## src/rtl/dmem_arbiter.sv

```systemverilog
// dmem_arbiter: two-port round-robin arbiter in front of the single-port data
// memory. Port 0 is the core memory stage, port 1 a loader/DMA master.
// One access is granted per cycle; read data comes back registered with a
// one-cycle rvalid strobe.
// Optional feature: define DMEM_ARB_LOCK_EN to enable bounded locked bursts
// (up to LOCK_MAX consecutive grants to a port holding its lock input).
module dmem_arbiter #(
  parameter int AW       = 32,
  parameter int DW       = 32,
  parameter int LOCK_MAX = 4
) (
  input  logic          clk,
  input  logic          reset,
  input  logic          m0_req,
  input  logic          m0_we,
  input  logic          m0_lock,
  input  logic [AW-1:0] m0_addr,
  input  logic [DW-1:0] m0_wdata,
  output logic          m0_gnt,
  output logic          m0_rvalid,
  output logic [DW-1:0] m0_rdata,
  input  logic          m1_req,
  input  logic          m1_we,
  input  logic          m1_lock,
  input  logic [AW-1:0] m1_addr,
  input  logic [DW-1:0] m1_wdata,
  output logic          m1_gnt,
  output logic          m1_rvalid,
  output logic [DW-1:0] m1_rdata,
  output logic          mem_we,
  output logic [AW-1:0] mem_a,
  output logic [DW-1:0] mem_wd,
  input  logic [DW-1:0] mem_rd
);

  // 1 = port 1 won most recently, so port 0 takes the first tie after reset
  logic          r_last_winner;
  logic          r_m0_rvalid, r_m1_rvalid;
  logic [DW-1:0] r_m0_rdata, r_m1_rdata;

  logic w_rr0, w_rr1;     // pure round-robin decision
  logic w_sel0, w_sel1;   // decision after lock override
  logic w_gnt0, w_gnt1;   // final grants, suppressed during reset
  logic w_rd0, w_rd1;     // granted read on each port

  assign w_rr0 = m0_req & (~m1_req |  r_last_winner);
  assign w_rr1 = m1_req & (~m0_req | ~r_last_winner);

`ifdef DMEM_ARB_LOCK_EN
  localparam int CW = $clog2(LOCK_MAX + 1);

  typedef enum logic [1:0] {UNLOCKED, LOCKED_P0, LOCKED_P1} lock_state_t;

  lock_state_t   r_state, w_state_nxt;
  logic [CW-1:0] r_cnt, w_cnt_nxt, w_cnt_inc;

  assign w_cnt_inc = r_cnt + 1'b1;

  // Lock FSM state and burst counter
  always_ff @(posedge clk) begin
    if (reset) begin
      r_state <= UNLOCKED;
      r_cnt   <= '0;
    end else begin
      r_state <= w_state_nxt;
      r_cnt   <= w_cnt_nxt;
    end
  end

  // Lock FSM next state; a locked port overrides round-robin until released
  always_comb begin
    w_state_nxt = r_state;
    w_cnt_nxt   = r_cnt;
    w_sel0      = w_rr0;
    w_sel1      = w_rr1;
    case (r_state)
      UNLOCKED: begin
        // A lock limit of one is just an ordinary grant, so never enter LOCKED
        if (w_rr0 && m0_lock && LOCK_MAX > 1) begin
          w_state_nxt = LOCKED_P0;
          w_cnt_nxt   = CW'(1);
        end else if (w_rr1 && m1_lock && LOCK_MAX > 1) begin
          w_state_nxt = LOCKED_P1;
          w_cnt_nxt   = CW'(1);
        end
      end
      LOCKED_P0: begin
        if (m0_req && m0_lock) begin
          w_sel0    = 1'b1;
          w_sel1    = 1'b0;
          w_cnt_nxt = w_cnt_inc;
          if (w_cnt_inc >= CW'(LOCK_MAX)) begin
            w_state_nxt = UNLOCKED;
            w_cnt_nxt   = '0;
          end
        end else begin
          w_state_nxt = UNLOCKED;
          w_cnt_nxt   = '0;
        end
      end
      LOCKED_P1: begin
        if (m1_req && m1_lock) begin
          w_sel0    = 1'b0;
          w_sel1    = 1'b1;
          w_cnt_nxt = w_cnt_inc;
          if (w_cnt_inc >= CW'(LOCK_MAX)) begin
            w_state_nxt = UNLOCKED;
            w_cnt_nxt   = '0;
          end
        end else begin
          w_state_nxt = UNLOCKED;
          w_cnt_nxt   = '0;
        end
      end
      default: begin
        w_state_nxt = UNLOCKED;
        w_cnt_nxt   = '0;
      end
    endcase
  end
`else
  logic w_unused_lock;

  assign w_unused_lock = m0_lock ^ m1_lock;
  assign w_sel0        = w_rr0;
  assign w_sel1        = w_rr1;
`endif

  assign w_gnt0 = ~reset & w_sel0;
  assign w_gnt1 = ~reset & w_sel1;
  assign w_rd0  = w_gnt0 & ~m0_we;
  assign w_rd1  = w_gnt1 & ~m1_we;

  // Ungranted cycles present port 0 on the bus; mem_we is qualified by a grant
  assign mem_a  = w_gnt1 ? m1_addr  : m0_addr;
  assign mem_wd = w_gnt1 ? m1_wdata : m0_wdata;
  assign mem_we = (w_gnt0 & m0_we) | (w_gnt1 & m1_we);

  assign m0_gnt    = w_gnt0;
  assign m1_gnt    = w_gnt1;
  assign m0_rvalid = r_m0_rvalid;
  assign m1_rvalid = r_m1_rvalid;
  assign m0_rdata  = r_m0_rdata;
  assign m1_rdata  = r_m1_rdata;

  // Round-robin history and registered read return
  always_ff @(posedge clk) begin
    if (reset) begin
      r_last_winner <= 1'b1;
      r_m0_rvalid   <= 1'b0;
      r_m1_rvalid   <= 1'b0;
      r_m0_rdata    <= '0;
      r_m1_rdata    <= '0;
    end else begin
      if (w_gnt0 | w_gnt1) r_last_winner <= w_gnt1;
      r_m0_rvalid <= w_rd0;
      r_m1_rvalid <= w_rd1;
      if (w_rd0) r_m0_rdata <= mem_rd;
      if (w_rd1) r_m1_rdata <= mem_rd;
    end
  end

endmodule

```

## config.mk

```make
export PLATFORM = sky130hd
export DESIGN_NAME = dmem_arbiter
export DESIGN_NICKNAME = d
export VERILOG_FILES = /design/src/rtl/dmem_arbiter.sv
export SDC_FILE = /design/constraint.sdc
export NUM_CORES = 1
export LEC_CHECK = 0
export CAP_MARGIN = 30
export CORE_AREA = 2 2 117 119
export DETAILED_ROUTE_END_ITERATION = 8
export DIE_AREA = 0 0 119 121
export PLACE_DENSITY = 0.7
export SLEW_MARGIN = 20
export SYNTH_ARGS = -nofsm -noshare
export SYNTH_HDL_FRONTEND = slang
export SYNTH_SLANG_ARGS = --single-unit
```

## constraint.sdc

```tcl
create_clock -name clk -period 4 [get_ports clk]
set_input_delay 0.8 -clock clk [delete_from_list [all_inputs] [get_ports clk]]
set_output_delay 0.8 -clock clk [all_outputs]
set_load 0.02 [all_outputs]
```

==> results <==
- Of the total synthesized cell area, the portion taken by AND, OR, NAND and NOR gates is 0.187.
- The final-report max-slew violation count is 0.
- During I/O placement, the number of pins put on the boundary was 301.
- Leaving out fill and tap cells, the most frequent cells in the layout are sky130_fd_sc_hd__clkdlybuf4s50_1, sky130_fd_sc_hd__nand2b_1, sky130_fd_sc_hd__dfxtp_1, sky130_fd_sc_hd__mux2_2, sky130_fd_sc_hd__o21ai_0.
- The post-synth design cell area is 0.00356 sq mm.
- A synthesized cell averages 9.65 sq um.
- The final-layout fill cell count is 1,127.
- For this configuration, the core starts out at a cell density of 0.272.
- The antenna violation net count after detailed routing is 0.
- The power per standard cell area is 306 mW/mm^2.
- The initial antenna violation count is 3.
- The worst pin sits at a relative slew slack of 0.482.
- The worst setup path is of the input pin to primary output kind.
- TritonCTS built the clock tree.
- The count of unresolved DRC violations after routing is 0.
- The synthesized-area fraction occupied by adder cells is 0.
- The xor and xnor fraction of the mapped netlist area is 0.
- The combinational family with the most area after synthesis is multiplexers.
- The count of mapped cells out of synthesis is 369.
- Setup violations remaining at the end of the flow were counted as 0.
- The number of nets in the synthesized netlist is 537.
- The first TritonRoute pass finished after 4 iterations.
- The number of hold-slack violations in the final timing report is 0.
- The wire length per cell is 19.9 um.
- The total number of clock tree sinks is 67.
- The transition at the pin with the smallest max-transition slack is 777 ps.
- The leading cell type in the layout, fill and taps excluded is sky130_fd_sc_hd__clkdlybuf4s50_1.
- The number of max-cap violations is 0.
- The final period demand of the worst path is 3760 ps.
- Setup repair after global routing left no endpoint under its margin.
- The final HPWL from detailed placement is 12,900 um.
- The worst setup path is launched from an input pin.
- In the finished design, the share of the clock period the worst path needs comes to 0.941.
- No sink is reached through more buffers than the 2 on the longest clock path.
- The ratio of routed vias to standard cells is 4.53.
- The later pin in the worst-skew pair is clocked with a latency of 320 ps.
- In this run the worst hold path is classified as flip-flop to flip-flop.
- The global-route wire length before repair is 23,700 um.
- The core region is 0.0131 sq mm.
- Summed over all failing endpoints, the final setup total negative slack is 0 ps.
- Of the cells placed in the final design, the portion with a size suffix greater than 1 is 0.140.
- The clock buffer count from CTS is 9.
- The leakage component of the power is 2.56 nW.
- The total of cells resized after clock tree synthesis is 0.
- The routed wire length is 16,600 um.
- The number of DRC markers in iteration 0 is 169.
- In the global route stage, overall resource usage came out at 0.221.
- The die height is 121 um.
- IR analysis of the VDD net gives a maximum drop of 0.254 mV.
- Timing would allow up to 266 MHz.
- The aggregate global routing overflow is 0.
- The final clock skew is 3.32 ps.
- The routability congestion estimate is 0.863.
- The post-synthesis mux area share is 0.292.
- The largest net degree at the start of global routing is 99.
- The number of levels the H-tree was split into is 3.
- Along the worst path, the maximum fanout reaches 21.
- The CTS clock-pin slew for the worst setup and hold paths is 50 ps.
- The site row count is 42.
- The number of synthesis warnings is 0.
- The total number of vias is 3,781.
- In this run the horizontal extent of the chip is 119 um.
- The portion of the post-synthesis area used by sequential elements is 0.377.
- Data on the critical path is required at its endpoint by 3200 ps.
- The final net count is 821.
- The count of unique library cells instantiated by Yosys is 20.
- The total of buffers placed on input and output ports is 298.
- The via count of the first global-routing pass is 3,867.
- For the worst setup path, the data arrival time is 2960 ps.
- The flow ran to the end, and the final reports show no timing, DRC or antenna violations.
- The layout overhead on the synthesized area is 95.1%.
- The buffer cell driving the clock tree root is sky130_fd_sc_hd__clkbuf_16.
- The kind of end point of the critical path is a primary output.
- The die covers 0.0144 sq mm.
- Hold repair after CTS inserted 0 buffers.
- The synthesized design contains 67 register bits.
- The post-CTS repair timing setup buffer count is 0.
- The synthesized-area fraction occupied by ao, oa, aoi and oai cells is 0.0966.
- Once placement finished, the instance area stood at 0.00665 sq mm.
- The finished cells cover 0.00695 sq mm.
-- per-layer routing --
metal,wire length [um],GRT usage,part of all wire,vias up
met1,6340,0.243,0.38,1789
met2,8720,0.404,0.53,149
met3,1320,0.0813,0.080,13
li1,-,-,-,1828
met4,201,0.0499,0.012,2
met5,8,0,0.00048,-
-- registers in the layout, summed over array words and instances (netlist names) --
signal	cells
m1_rdata	32
m0_rvalid	1
r_last_winner	1
m1_rvalid	1
m0_rdata	32
-- synthesized netlist by cell type --
cell type | n | area share
sky130_fd_sc_hd__nor2_1 | 2 | 0.0021
sky130_fd_sc_hd__buf_6 | 5 | 0.016
sky130_fd_sc_hd__or2_1 | 1 | 0.0018
sky130_fd_sc_hd__a21bo_2 | 1 | 0.0028
sky130_fd_sc_hd__dfxtp_1 | 67 | 0.38
sky130_fd_sc_hd__nor2_2 | 1 | 0.0018
sky130_fd_sc_hd__o21ai_0 | 61 | 0.086
sky130_fd_sc_hd__a22o_1 | 1 | 0.0025
sky130_fd_sc_hd__nor2b_1 | 33 | 0.058
sky130_fd_sc_hd__clkbuf_2 | 3 | 0.0042
sky130_fd_sc_hd__mux2_2 | 64 | 0.20
sky130_fd_sc_hd__buf_4 | 1 | 0.0021
sky130_fd_sc_hd__clkbuf_1 | 16 | 0.017
sky130_fd_sc_hd__nor3_1 | 2 | 0.0028
sky130_fd_sc_hd__buf_2 | 6 | 0.0084
sky130_fd_sc_hd__or2_2 | 1 | 0.0018
sky130_fd_sc_hd__nand2b_1 | 67 | 0.12
sky130_fd_sc_hd__o21ai_1 | 4 | 0.0056
sky130_fd_sc_hd__nand2_1 | 1 | 0.0011
sky130_fd_sc_hd__mux2i_1 | 32 | 0.090
-- area by class of cell --
type | count | area [sq um] | share of cell area
Clock inverter | 2 | 35.0 | 0.00504
Clock buffer | 13 | 260 | 0.0375
Sequential cell | 67 | 1340 | 0.193
Timing Repair Buffer | 304 | 3030 | 0.436
Multi-Input combinational cell | 271 | 2060 | 0.297
Tap cell | 176 | 220 | 0.0317
Antenna cell | 1 | 2.50 | 0.000360
-- logic make-up (layout without fill, tap and decap cells) --
group | count (synthesis) | in the layout
buffers and inverters | 31 | 319
AO/OA/AOI/OAI | 67 | 67
flip-flops | 67 | 67
other | 0 | 1
multiplexers | 96 | 96
AND/OR/NAND/NOR | 108 | 108
-- worst max-delay path, cell delays in order --
cell and delay (ps):
sky130_fd_sc_hd__clkdlybuf4s50_1 480, sky130_fd_sc_hd__a21bo_2 290, sky130_fd_sc_hd__nor2_4 120, sky130_fd_sc_hd__buf_4 300, sky130_fd_sc_hd__mux2_2 380, sky130_fd_sc_hd__clkdlybuf4s50_1 580
-- path summary, 6_finish.rpt --
check / from / end / slack (ps) / depth (start not counted)
worst min register to register: m1_rdata[29] / m1_rdata[29] / 470 / 2
worst min-delay path: m1_rdata[29] / m1_rdata[29] / 470 / 2
worst max-delay path: m0_req / mem_a[1] / 240 / 6
worst max register to register: r_last_winner / m1_rdata[13] / 2210 / 4
-- per-stage QoR --
| step | total power [mW] | instances | utilization | setup WS [ps] | hold slack [ps] |
|---|---|---|---|---|---|
| after detailed placement | 1.36 | 818 | 0.508 | 231 | 466 |
| after global routing | 2.21 | 833 | 0.531 | 150 | 496 |
| after CTS | 2.15 | 833 | 0.531 | 217 | 476 |
| final | 2.13 | 834 | 0.531 | 235 | 473 |
| after global placement | 1.35 | 818 | 0.508 | 249 | 459 |
| after floorplan | 0.991 | 369 | - | 1270 | 500 |
-- power by group --
part | switching, mW | internal, mW | leakage [nW]
combinational | 0.268 | 0.360 | 1.87
sequential | 0.0157 | 0.700 | 0.547
clock | 0.271 | 0.512 | 0.146
total | 0.554 | 1.57 | 2.56
(Power assumes the default switching activity.)
